--- config.mk ---
export PLATFORM = sky130hd
export DESIGN_NAME = mac_dot_engine
export DESIGN_NICKNAME = d
export VERILOG_FILES = /design/src/rtl/mac_pkg.sv /design/src/rtl/mac_mult_reg.sv /design/src/rtl/mac_dot_engine.sv
export SDC_FILE = /design/constraint.sdc
export NUM_CORES = 1
export LEC_CHECK = 0
export CORE_MARGIN = 2
export CORE_UTILIZATION = 40
export DETAILED_ROUTE_END_ITERATION = 8
export DONT_BUFFER_PORTS = 1
export PLACE_DENSITY = 0.59
export SETUP_SLACK_MARGIN = 0.15
export SKIP_LAST_GASP = 1
export SYNTH_ARGS = -nofsm -noshare
export SYNTH_HDL_FRONTEND = slang
export SYNTH_SLANG_ARGS = --single-unit
export TNS_END_PERCENT = 20
--- constraint.sdc ---
create_clock -name clk -period 15.15 [get_ports clk]
set_input_delay 2.2725 -clock clk [delete_from_list [all_inputs] [get_ports clk]]
set_output_delay 2.2725 -clock clk [all_outputs]
set_load 0.005 [all_outputs]
--- src/rtl/mac_pkg.sv ---
// rtl/mac_pkg.sv - shared widths, FSM states and saturation helper for the dot-product MAC
package mac_pkg;

    localparam int OP_W   = 16;
    localparam int PROD_W = 32;
    localparam int ACC_W  = 48;

    typedef enum logic [1:0] {
        IDLE  = 2'd0,
        ACCUM = 2'd1,
        DRAIN = 2'd2,
        HOLD  = 2'd3
    } state_t;

    localparam logic signed [ACC_W-1:0] SAT_MAX = 48'sh0000_7FFF_FFFF;
    localparam logic signed [ACC_W-1:0] SAT_MIN = 48'shFFFF_8000_0000;

    // Returns {clamped, value[31:0]} for a 48-bit accumulator.
    function automatic logic [PROD_W:0] sat_acc(input logic signed [ACC_W-1:0] v);
        if (v > SAT_MAX) begin
            return {1'b1, SAT_MAX[PROD_W-1:0]};
        end else if (v < SAT_MIN) begin
            return {1'b1, SAT_MIN[PROD_W-1:0]};
        end else begin
            return {1'b0, v[PROD_W-1:0]};
        end
    endfunction

endpackage

--- src/rtl/mac_mult_reg.sv ---
// rtl/mac_mult_reg.sv - registered signed 16x16 multiply (DSP-mappable)
// Ports: clk, rst (async, active-high); en loads a*b into p; p_valid marks
// that p was loaded on the previous edge.
module mac_mult_reg
    import mac_pkg::*;
(
    input  logic                     clk,
    input  logic                     rst,
    input  logic                     en,
    input  logic signed [OP_W-1:0]   a,
    input  logic signed [OP_W-1:0]   b,
    output logic signed [PROD_W-1:0] p,
    output logic                     p_valid
);

    always_ff @(posedge clk or posedge rst) begin
        if (rst) begin
            p       <= '0;
            p_valid <= 1'b0;
        end else begin
            p_valid <= en;
            if (en) begin
                p <= PROD_W'(a) * PROD_W'(b);
            end
        end
    end

endmodule

--- src/rtl/mac_dot_engine.sv ---
// rtl/mac_dot_engine.sv - streaming signed dot-product engine with bias and 32-bit saturation
// Ports: clk, rst (async, active-high); input beats in_valid/in_ready with
// in_a, in_b, in_bias (first beat only), in_last; result out_valid/out_ready
// with out_data (saturated), out_ovf (clamped) and out_count (beats mod 2^16).
module mac_dot_engine
    import mac_pkg::*;
(
    input  logic                  clk,
    input  logic                  rst,
    input  logic                  in_valid,
    output logic                  in_ready,
    input  logic [OP_W-1:0]       in_a,
    input  logic [OP_W-1:0]       in_b,
    input  logic [OP_W-1:0]       in_bias,
    input  logic                  in_last,
    output logic                  out_valid,
    input  logic                  out_ready,
    output logic [PROD_W-1:0]     out_data,
    output logic                  out_ovf,
    output logic [15:0]           out_count
);

    state_t                    state;
    logic                      rdy_q;
    logic signed [ACC_W-1:0]   acc;
    logic [15:0]               cnt;
    logic [1:0]                dcnt;
    logic [PROD_W:0]           sat_q;
    logic signed [PROD_W-1:0]  prod;
    logic                      prod_valid;
    logic                      accept;

    // rdy_q keeps in_ready low while reset is held and for the cycle up to
    // the first edge after release.
    assign in_ready = rdy_q && (state == IDLE || state == ACCUM);
    assign accept   = in_valid && in_ready;

    mac_mult_reg u_mult (
        .clk     (clk),
        .rst     (rst),
        .en      (accept),
        .a       (in_a),
        .b       (in_b),
        .p       (prod),
        .p_valid (prod_valid)
    );

    always_ff @(posedge clk or posedge rst) begin
        if (rst) begin
            state     <= IDLE;
            rdy_q     <= 1'b0;
            acc       <= '0;
            cnt       <= '0;
            dcnt      <= '0;
            sat_q     <= '0;
            out_valid <= 1'b0;
            out_data  <= '0;
            out_ovf   <= 1'b0;
            out_count <= '0;
        end else begin
            rdy_q <= 1'b1;
            // Free-running saturation stage; only its value after the last
            // product has landed is ever copied to the outputs.
            sat_q <= sat_acc(acc);

            // No product is in flight in IDLE, so the bias load never
            // competes with an add.
            if (accept && state == IDLE) begin
                acc <= {{(ACC_W-OP_W){in_bias[OP_W-1]}}, in_bias};
            end else if (prod_valid) begin
                acc <= acc + {{(ACC_W-PROD_W){prod[PROD_W-1]}}, prod};
            end

            case (state)
                IDLE: begin
                    if (accept) begin
                        cnt   <= 16'd1;
                        dcnt  <= '0;
                        state <= in_last ? DRAIN : ACCUM;
                    end
                end
                ACCUM: begin
                    if (accept) begin
                        cnt <= cnt + 16'd1;
                        if (in_last) begin
                            dcnt  <= '0;
                            state <= DRAIN;
                        end
                    end
                end
                DRAIN: begin
                    // Edge 1 adds the last product, edge 2 saturates it,
                    // edge 3 publishes the result.
                    if (dcnt == 2'd2) begin
                        out_data  <= sat_q[PROD_W-1:0];
                        out_ovf   <= sat_q[PROD_W];
                        out_count <= cnt;
                        out_valid <= 1'b1;
                        dcnt      <= '0;
                        state     <= HOLD;
                    end else begin
                        dcnt <= dcnt + 2'd1;
                    end
                end
                HOLD: begin
                    if (out_ready) begin
                        out_valid <= 1'b0;
                        state     <= IDLE;
                    end
                end
                default: state <= IDLE;
            endcase
        end
    end

endmodule

==> results of run 1 <==
## per-layer routing
layer / wire, um / vias up / track usage (%)
met4: 520 / 0 / 3.93
met2: 18700 / 279 / 27.3
li1: - / 6536 / -
met1: 21900 / 6548 / 26.3
met3: 2420 / 27 / 3.03
met5: 0 / - / 0
## layout by cell type (no fill, tap or decap), drive strengths merged, types with 28 or more instances in the layout
cell     n
nand2  242
and2   127
a21o    66
ha     135
o21ai  108
inv    356
fa     263
a21oi  104
xor2    28
nor2    77
xnor2   52
mux2    49
dfrtp  185
## registers in the layout, indices dropped and copies added (netlist names)
name	cells
cnt	16
sat_q	33
out_valid	1
out_data	32
u_mult.p_valid	1
u_mult.p	32
acc	48
out_ovf	1
dcnt	2
out_count	16
state	2
rdy_q	1
## stage by stage
step                      area (sq um)  utilization (%)  cells  hold WS (ns)
after CTS                        20900             42.9   2707         0.481
after floorplan                  19700                -   2080         0.443
after global placement           20300             41.7   2675         0.462
after detailed placement         20300             41.7   2675         0.465
final                            20900             42.9   2707         0.478
after global routing             20900             42.9   2707         0.486
## critical path, cell delays in order
cell     delay (ns)
inv_1          0.31
nor2_1         0.10
fa_1           0.47
fa_1           0.52
fa_1           0.54
fa_1           0.52
fa_1           0.55
inv_1          0.06
fa_1           0.52
inv_1          0.04
ha_1           0.35
o21a_1         0.13
o21a_1         0.16
o21a_1         0.18
o211a_1        0.23
o21ai_0        0.26
nor3_1         0.13
o31ai_2        0.33
a21oi_1        0.12
a21oi_1        0.19
xnor2_1        0.14
o21ai_1        0.07
## cells by family after synthesis
logic type / after synthesis / synth area share, %
AO/OA/AOI/OAI: 361 / 11.9
XOR/XNOR: 80 / 3.55
adder cells (fa/ha/maj): 398 / 35.3
buffers and inverters: 425 / 8.10
flip-flops: 185 / 23.5
multiplexers: 74 / 4.07
other: 1 / 0.0190
AND/OR/NAND/NOR: 556 / 13.6
## final cells by class
class,count,share of cell area (%)
clock buffer,19,2.17
clock inverter,13,0.604
inverter,348,6.28
multi-input combinational,1470,64.6
sequential,185,22.1
tap,664,3.97
timing repair buffer,8,0.287
## path summary, 6_finish.rpt
| check | start | end | slack, ns | depth (start not counted) |
|---|---|---|---|---|
| worst max-delay path | in_b[15] | u_mult.p[31]$_DFFE_PP0P_ | 7.26 | 22 |
| worst min-delay path | sat_q[8]$_DFF_PP0_ | out_data[8]$_DFFE_PP0P_ | 0.48 | 1 |
| worst max register to register | acc[0]$_DFFE_PP0P_ | acc[46]$_DFFE_PP0P_ | 11.69 | 14 |
| worst min register to register | sat_q[8]$_DFF_PP0_ | out_data[8]$_DFFE_PP0P_ | 0.48 | 1 |
| max in group asynchronous | rst | out_data[27]$_DFFE_PP0P_ | 11.92 | 2 |
| min in group asynchronous | rst | out_valid$_DFFE_PP0P_ | 1.80 | 1 |
==> reports/metrics.cfg, run 1 <==
[status]
status=completed

[logic_synthesis]
synth_area_leaders=fa_1, dfrtp_1, ha_1
syn_nets=2531
yosysUniqueCellTypes=75
synth_ff_type=dfrtp_1
synth_top_area_share_pct=26.7
synth_common_cells=inv_1, fa_1, nand2_1
synth_area_sq_um=19700
synth_top_area_cell=fa_1
synth-async-reset-ratio_pct=100
synth-seq-area-share_pct=23.5
syn-mean-instance-area_sq_um=9.48
ys_ff_latch=185
synth_enable_flop_cells=0
yosys_warnings=0
synthCells=2080
yosysMostFrequentCell=inv_1

[global_route]
grt_use_total_pct=17.8
grt_pass1_wl_um=72700
grt_pass1_vias=13913
antenna_found_initial=0
grt_max_degree=118
grt.overflow.total=0

[final_layout]
area_growth_pct=6.12
multi_input_area_sq_um=13500
seq_area_sq_um=4630
n_fill_cell=4775
fin_nets=2481
drive_gt1_share_pct=5.92
antenna_cells=0

[floorplanning]
num_rows=81
core_area_sq_um=48700
die_w_um=226
die_area_sq_um=51100
die_y_um=226
start_util_pct=40.4
io_pins=104

[sta]
finalCriticalPeriod_ns=7.89
hold_violations=0
worst_slack_ns=7.26
slew_violations=0
setup_violations=0
slew_headroom_pct=25.7
worst_pin_slew_ns=1.11
fmax_mhz=127
period_share_pct=52.1
fin_setup_tns_ns=0
fin_skew_ns=0.00866
rsz0062_at_grt=no

[placed_design]
io_buffers=0
gp_congestion=0.855
pre_cts_ws_ns=6.79
hpwlAfterDp_um=34900

[cts]
clkTransAtPathRegs_ns=0.07
postCtsSetupRepairBufs=0
cts_made_buffers=17
cts_hold_buffers=0
insertion_delay_ns=0.45
cts_tree=done
cts_buffer_depth=2
ctsResizeCount=0
cts_root_buf=clkbuf_16
cts.sinks=185
htreeDepth=4

[setup_path]
critPathMaxFanout=13
critPathKind=primary input to register
worst_setup_path_start_kind=primary input
arrival_ns=8.21
critPathCaptureType=register
worst_ep_required_time_ns=15.47

[job]
maxCapViolCount=0

[routing]
drt-wirelength-per-cell_um=16.1
viasPerCell=4.95
drc=0
drtPass1Iterations=5
routed_wl_um=43600
num_vias=13390
drt_iter0_markers=746
ant_nets=0

[hold_path]
hold_class=register to register

Power of run 1 is not shown: default switching activity piles up to over one toggle a cycle in this logic, so the estimate is an artifact.
==> run 2: changes to the inputs <==
--- a/config.mk
+++ b/config.mk
@@ -5,11 +5,12 @@
 export SDC_FILE = /design/constraint.sdc
 export NUM_CORES = 1
 export LEC_CHECK = 0
+export ABC_AREA = 1
 export CORE_MARGIN = 2
 export CORE_UTILIZATION = 40
 export DETAILED_ROUTE_END_ITERATION = 8
 export DONT_BUFFER_PORTS = 1
-export PLACE_DENSITY = 0.59
+export PLACE_DENSITY = 0.61
 export SETUP_SLACK_MARGIN = 0.15
 export SKIP_LAST_GASP = 1
 export SYNTH_ARGS = -nofsm -noshare
==> constraint.sdc (replaced) <==
create_clock -name clk -period 7.15 [get_ports clk]
set_input_delay 1.0725 -clock clk [delete_from_list [all_inputs] [get_ports clk]]
set_output_delay 1.0725 -clock clk [all_outputs]
set_load 0.005 [all_outputs]
==> reports/metrics.cfg, run 2 <==
[logic_synthesis]
synth_top_area_share_pct=23.7  ; -3.1 points
yosysMostFrequentCell=nand2_1
synth-xor-area-share_pct=1.38  ; -2.2 points
synth-async-reset-ratio_pct=100  ; unchanged
synth_top_area_cell=fa_1
synth_area_sq_um=22300  ; +13%
synth_ff_type=dfrtp_1
synth_common_cells=nand2_1, inv_1, fa_1
syn-mean-instance-area_sq_um=7.02  ; -26%
synthMuxAreaShare_pct=0  ; -4.1 points
yosys_warnings=0  ; unchanged
synthAdderAreaFrac_pct=31.2  ; -4.0 points
ys_ff_latch=185  ; unchanged
synth_compound_area_share_pct=5.32  ; -6.5 points
synth-seq-area-share_pct=20.8  ; -2.7 points
synthCells=3168  ; +52%
synth_top_family_by_area=adder cells
syn_nets=3619  ; +43%
synth_area_leaders=fa_1, dfrtp_1, nand2_1
yosys.area_share.simple_pct=26.5  ; +13 points
yosysUniqueCellTypes=42  ; -44%
synth_enable_flop_cells=0  ; unchanged

[global_route]
grt.overflow.total=0  ; unchanged
grt_pass1_wl_um=97200  ; +34%
grt_use_total_pct=21.3  ; +3.5 points
grt_pass1_vias=18856  ; +36%
grt_max_degree=110  ; -6.8%
antenna_found_initial=0  ; unchanged

[cts]
cts_tree=done
htreeDepth=4  ; unchanged
cts_buffer_depth=2  ; unchanged
postCtsSetupRepairBufs=0  ; unchanged
cts_made_buffers=17  ; unchanged
insertion_delay_ns=0.45  ; about the same
cts.sinks=185  ; unchanged
clkTransAtPathRegs_ns=0.07  ; about the same
ctsResizeCount=0  ; unchanged
cts_root_buf=clkbuf_16
cts_hold_buffers=0  ; unchanged

[job]
maxCapViolCount=0  ; unchanged

[sta]
setup_violations=0  ; unchanged
fin_setup_tns_ns=0  ; unchanged
rsz0062_at_grt=no
slew_violations=0  ; unchanged
worst_pin_slew_ns=0.959  ; -0.152 ns
finalCriticalPeriod_ns=6.12
hold_violations=0  ; unchanged
fin_skew_ns=0.0153  ; +0.00662 ns
fmax_mhz=164
slew_headroom_pct=36.1  ; +10 points
period_share_pct=85.5

[routing]
drt-wirelength-per-cell_um=15.0  ; -7.2%
viasPerCell=4.78  ; -3.4%
routed_wl_um=57700  ; +32%
drt_iter0_markers=1201  ; +61%
drc=0  ; unchanged
drtPass1Iterations=6  ; +1
num_vias=18443  ; +38%
ant_nets=0  ; unchanged

[final_layout]
drive_gt1_share_pct=2.35  ; -3.6 points
largest_register_ffs=48  ; unchanged
largestRegisters=acc: 48 flops, sat_q: 33 flops
mostFrequentLayoutCells=nand2_1, inv_1, fa_1
fin_nets=3551  ; +43%
top_register=acc
n_fill_cell=5839  ; +22%
antenna_cells=0  ; unchanged
final_common_cell=nand2_1
area_growth_pct=5.67
seq_area_sq_um=4630  ; about the same
multi_input_area_sq_um=14400  ; +6.3%

[setup_path]
critPathCaptureType=register
worst_ep_required_time_ns=7.48  ; -7.99 ns
critPathKind=primary input to register
critPathMaxFanout=10  ; -3
arrival_ns=6.45  ; -1.76 ns
worst_setup_path_start_kind=primary input

[status]
status=completed

[floorplanning]
io_pins=104  ; unchanged
die_y_um=240  ; +6.1%
core_area_sq_um=55100  ; +13%
num_rows=86  ; +6.2%
die_area_sq_um=57500  ; +13%
die_w_um=240  ; +6.1%
start_util_pct=40.4  ; about the same

[hold_path]
hold_class=register to register

[placed_design]
hpwlAfterDp_um=47500  ; +36%
gp_congestion=0.939  ; +9.8%
io_buffers=0  ; unchanged

-- run 2: changes by cell type in the layout (fill, tap and decap cells not counted), moves of 25 or more --
cell and delta:
xnor2_1 -39, nor2_1 +115, mux2_2 -49, a21o_1 -61, nand3_1 +105, inv_1 +421, mux2i_1 -25, nand2_1 +792
and2_1 -124
-- run 2: worst max-delay path: stages --
cell	delay, ns
inv_1	0.17
or2_2	0.36
fa_1	0.51
fa_1	0.54
inv_1	0.05
fa_1	0.50
fa_1	0.52
fa_1	0.54
inv_1	0.05
fa_1	0.53
inv_1	0.04
ha_1	0.35
nand2_1	0.09
nor2_1	0.10
inv_1	0.09
nor3_1	0.32
a21oi_1	0.15
or2_2	0.29
nand3_1	0.11
nand2_1	0.06
-- run 2: cells by family after synthesis --
| group | count (synthesis) |
|---|---|
| buffers and inverters | 871 |
| other | 1 |
| XOR/XNOR | 35 |
| adder cells (fa/ha/maj) | 398 |
| AO/OA/AOI/OAI | 219 |
| AND/OR/NAND/NOR | 1459 |
| flip-flops | 185 |
-- run 2: path summary, 6_finish.rpt --
path                                       from                  endpoint  slack [ns]  cells past startpoint
setup / recovery                       in_b[15]  u_mult.p[17]$_DFFE_PP0P_        1.03                     20
hold / removal              sat_q[30]$_DFF_PP0_  out_data[30]$_DFFE_PP0P_        0.45                      2
setup reg to reg           state[1]$_DFFE_PP0P_        acc[1]$_DFFE_PP0P_        3.23                     14
hold reg to reg             sat_q[30]$_DFF_PP0_  out_data[30]$_DFFE_PP0P_        0.45                      2
max in group asynchronous                   rst           rdy_q$_DFF_PP0_        5.07                      2
min in group asynchronous                   rst       acc[21]$_DFFE_PP0P_        0.64                      1
-- run 2: cell type report --
type | count | area share, %
Multi-Input combinational cell | 2112 | 61.1
Sequential cell | 185 | 19.7
Inverter | 775 | 12.4
Tap cell | 748 | 3.98
Clock buffer | 18 | 1.82
Clock inverter | 14 | 0.766
Timing Repair Buffer | 9 | 0.287
-- run 2: layer usage --
layer	global-route usage, %	routed length [um]	vias to the layer above	part of all wire [%]
met4	4.95	918	0	1.6
met5	0	0	-	0
met3	2.16	2640	55	4.6
met2	36.5	27300	394	47
li1	-	-	9186	-
met1	29.0	26900	8808	47
-- run 2: metrics by stage --
step | setup WS [ns] | hold slack, ns | cells | utilization, % | area (sq um)
floorplan | 0.333 | 0.425 | 3168 | - | 22300
CTS | 1.08 | 0.448 | 3861 | 42.7 | 23500
global route | 0.765 | 0.457 | 3861 | 42.7 | 23500
finish | 1.03 | 0.449 | 3861 | 42.7 | 23500
detailed placement | 0.589 | 0.432 | 3829 | 41.6 | 22900
global placement | 0.640 | 0.430 | 3829 | 41.6 | 22900
Power of run 2 is left out for the same reason.
==> run 3: changes to the inputs <==
--- a/config.mk
+++ b/config.mk
@@ -10,7 +10,6 @@
 export CORE_UTILIZATION = 40
 export DETAILED_ROUTE_END_ITERATION = 8
 export DONT_BUFFER_PORTS = 1
-export PLACE_DENSITY = 0.61
 export SETUP_SLACK_MARGIN = 0.15
 export SKIP_LAST_GASP = 1
 export SYNTH_ARGS = -nofsm -noshare
==> reports/metrics.cfg, run 3 (synthesized netlist as in run 2, its figures left out) <==
[floorplanning]
core_area_sq_um=55100  ; unchanged
io_pins=104  ; unchanged
die_w_um=240  ; unchanged
num_rows=86  ; unchanged
die_area_sq_um=57500  ; unchanged
start_util_pct=40.4  ; unchanged
die_y_um=240  ; unchanged

[job]
maxCapViolCount=0  ; unchanged

[sta]
rsz0062_at_grt=no
slew_headroom_pct=39.0  ; +2.9 points
fin_setup_tns_ns=0  ; unchanged
fmax_mhz=163  ; -0.21%
slew_violations=0  ; unchanged
period_share_pct=85.7  ; +0.18 points
worst_slack_ns=1.02  ; -0.0132 ns
hold_violations=0  ; unchanged
finalCriticalPeriod_ns=6.13  ; +0.0132 ns
worst_pin_slew_ns=0.914  ; -0.0455 ns
setup_violations=0  ; unchanged
fin_skew_ns=0.0130  ; -0.00232 ns
hold_ws_ns=0.444  ; -0.00494 ns

[routing]
viasPerCell=4.79  ; +0.38%
drtPass1Iterations=7  ; +1
num_vias=18513  ; +0.38%
drt-wirelength-per-cell_um=15.1  ; +1.1%
ant_nets=0  ; unchanged
routed_wl_um=58400  ; +1.1%
drc=0  ; unchanged
drt_iter0_markers=1007  ; -16%

[global_route]
grt_max_degree=130  ; +18%
grt.overflow.total=0  ; unchanged
grt_pass1_vias=18982  ; +0.67%
antenna_found_initial=0  ; unchanged
grt_use_total_pct=21.5  ; +0.26 points
grt_pass1_wl_um=98000  ; +0.81%

[final_layout]
area_growth_pct=5.68  ; about the same
n_fill_cell=5832  ; -0.12%
antenna_cells=0  ; unchanged
final_common_cell=nand2_1
fin_nets=3551  ; unchanged
largestRegisters=acc: 48 flops, sat_q: 33 flops
final_util_pct=42.7  ; about the same
drive_gt1_share_pct=2.35  ; unchanged
top_register=acc
largest_register_ffs=48  ; unchanged
mostFrequentLayoutCells=nand2_1, inv_1, fa_1

[cts]
cts_tree=done
cts.sinks=185  ; unchanged
clkTransAtPathRegs_ns=0.08  ; about the same
cts_buffer_depth=2  ; unchanged
ctsResizeCount=0  ; unchanged
htreeDepth=4  ; unchanged
cts_root_buf=clkbuf_16
cts_hold_buffers=0  ; unchanged
insertion_delay_ns=0.45  ; about the same
postCtsSetupRepairBufs=0  ; unchanged
cts_made_buffers=17  ; unchanged

[setup_path]
r2r_start=state[1]$_DFFE_PP0P_
critPathCaptureType=register
r2r.worst_path.cells=14  ; unchanged
worst_setup_path_start_kind=primary input
worst_ep_required_time_ns=7.50  ; +0.02 ns
startpoint=in_b[15]
critPathMaxFanout=9  ; -1
critPathKind=primary input to register
r2r-end=acc[1]$_DFFE_PP0P_
arrival_ns=6.48  ; +0.03 ns
cp-endpoint=u_mult.p[25]$_DFFE_PP0P_
r2r_slack_ns=3.10  ; -0.13 ns

[hold_path]
hold_start=sat_q[0]$_DFF_PP0_
hold_class=register to register

[placed_design]
pre_cts_ws_ns=0.589  ; +0.000562 ns
gp_congestion=0.960  ; +2.3%
io_buffers=0  ; unchanged
hpwlAfterDp_um=47900  ; +0.88%

[status]
status=completed

[run 3: changes by cell type in the layout (fill, tap and decap cells not counted), sizes merged]
cell    change
bufinv      -1
clkinv      +1
[run 3: critical path: stages]
cell	delay, ns
inv_1	0.29
buf_4	0.26
nor2_1	0.07
fa_1	0.47
fa_1	0.52
fa_1	0.52
fa_1	0.52
fa_1	0.54
inv_1	0.05
fa_1	0.53
inv_1	0.04
ha_1	0.35
a21oi_1	0.20
inv_1	0.06
a21oi_1	0.20
o21ai_0	0.19
nand2_1	0.09
nand3_1	0.08
or2_2	0.28
nand3_1	0.09
nand2_1	0.05
[run 3: how the worst min path moves through the flow]
stage / endpoint / slack (ns) / depth (start not counted)
final: out_data[0]$_DFFE_PP0P_ / 0.44 / 2
after global routing: out_data[16]$_DFFE_PP0P_ / 0.46 / 2
after CTS: out_data[16]$_DFFE_PP0P_ / 0.45 / 2
after detailed placement: out_data[25]$_DFFE_PP0P_ / 0.43 / 2
after global placement: out_data[4]$_DFFE_PP0P_ / 0.43 / 2
after floorplan: out_data[0]$_DFFE_PP0P_ / 0.43 / 2
[run 3: layout make-up]
type,instances,area (sq um),area share [%]
Inverter,775,2920,12.4
Sequential cell,185,4630,19.7
Timing Repair Buffer,9,67.6,0.287
Multi-Input combinational cell,2112,14400,61.0
Clock buffer,18,429,1.82
Clock inverter,14,183,0.777
Tap cell,748,936,3.98
[run 3: metrics by stage]
stage               cells  cell area (sq um)
finish               3861              23500
global route         3861              23500
CTS                  3861              23500
detailed placement   3829              22900
global placement     3829              22900
floorplan            3168              22300
[run 3: routing by layer]
layer	global-route usage (%)	wire length [um]	vias to the layer above
li1	-	-	9196
met1	29.0	27300	8800
met2	36.8	27200	431
met3	2.62	2670	86
met4	5.48	1220	0
met5	0	0	-
Power of run 3 is left out for the same reason.
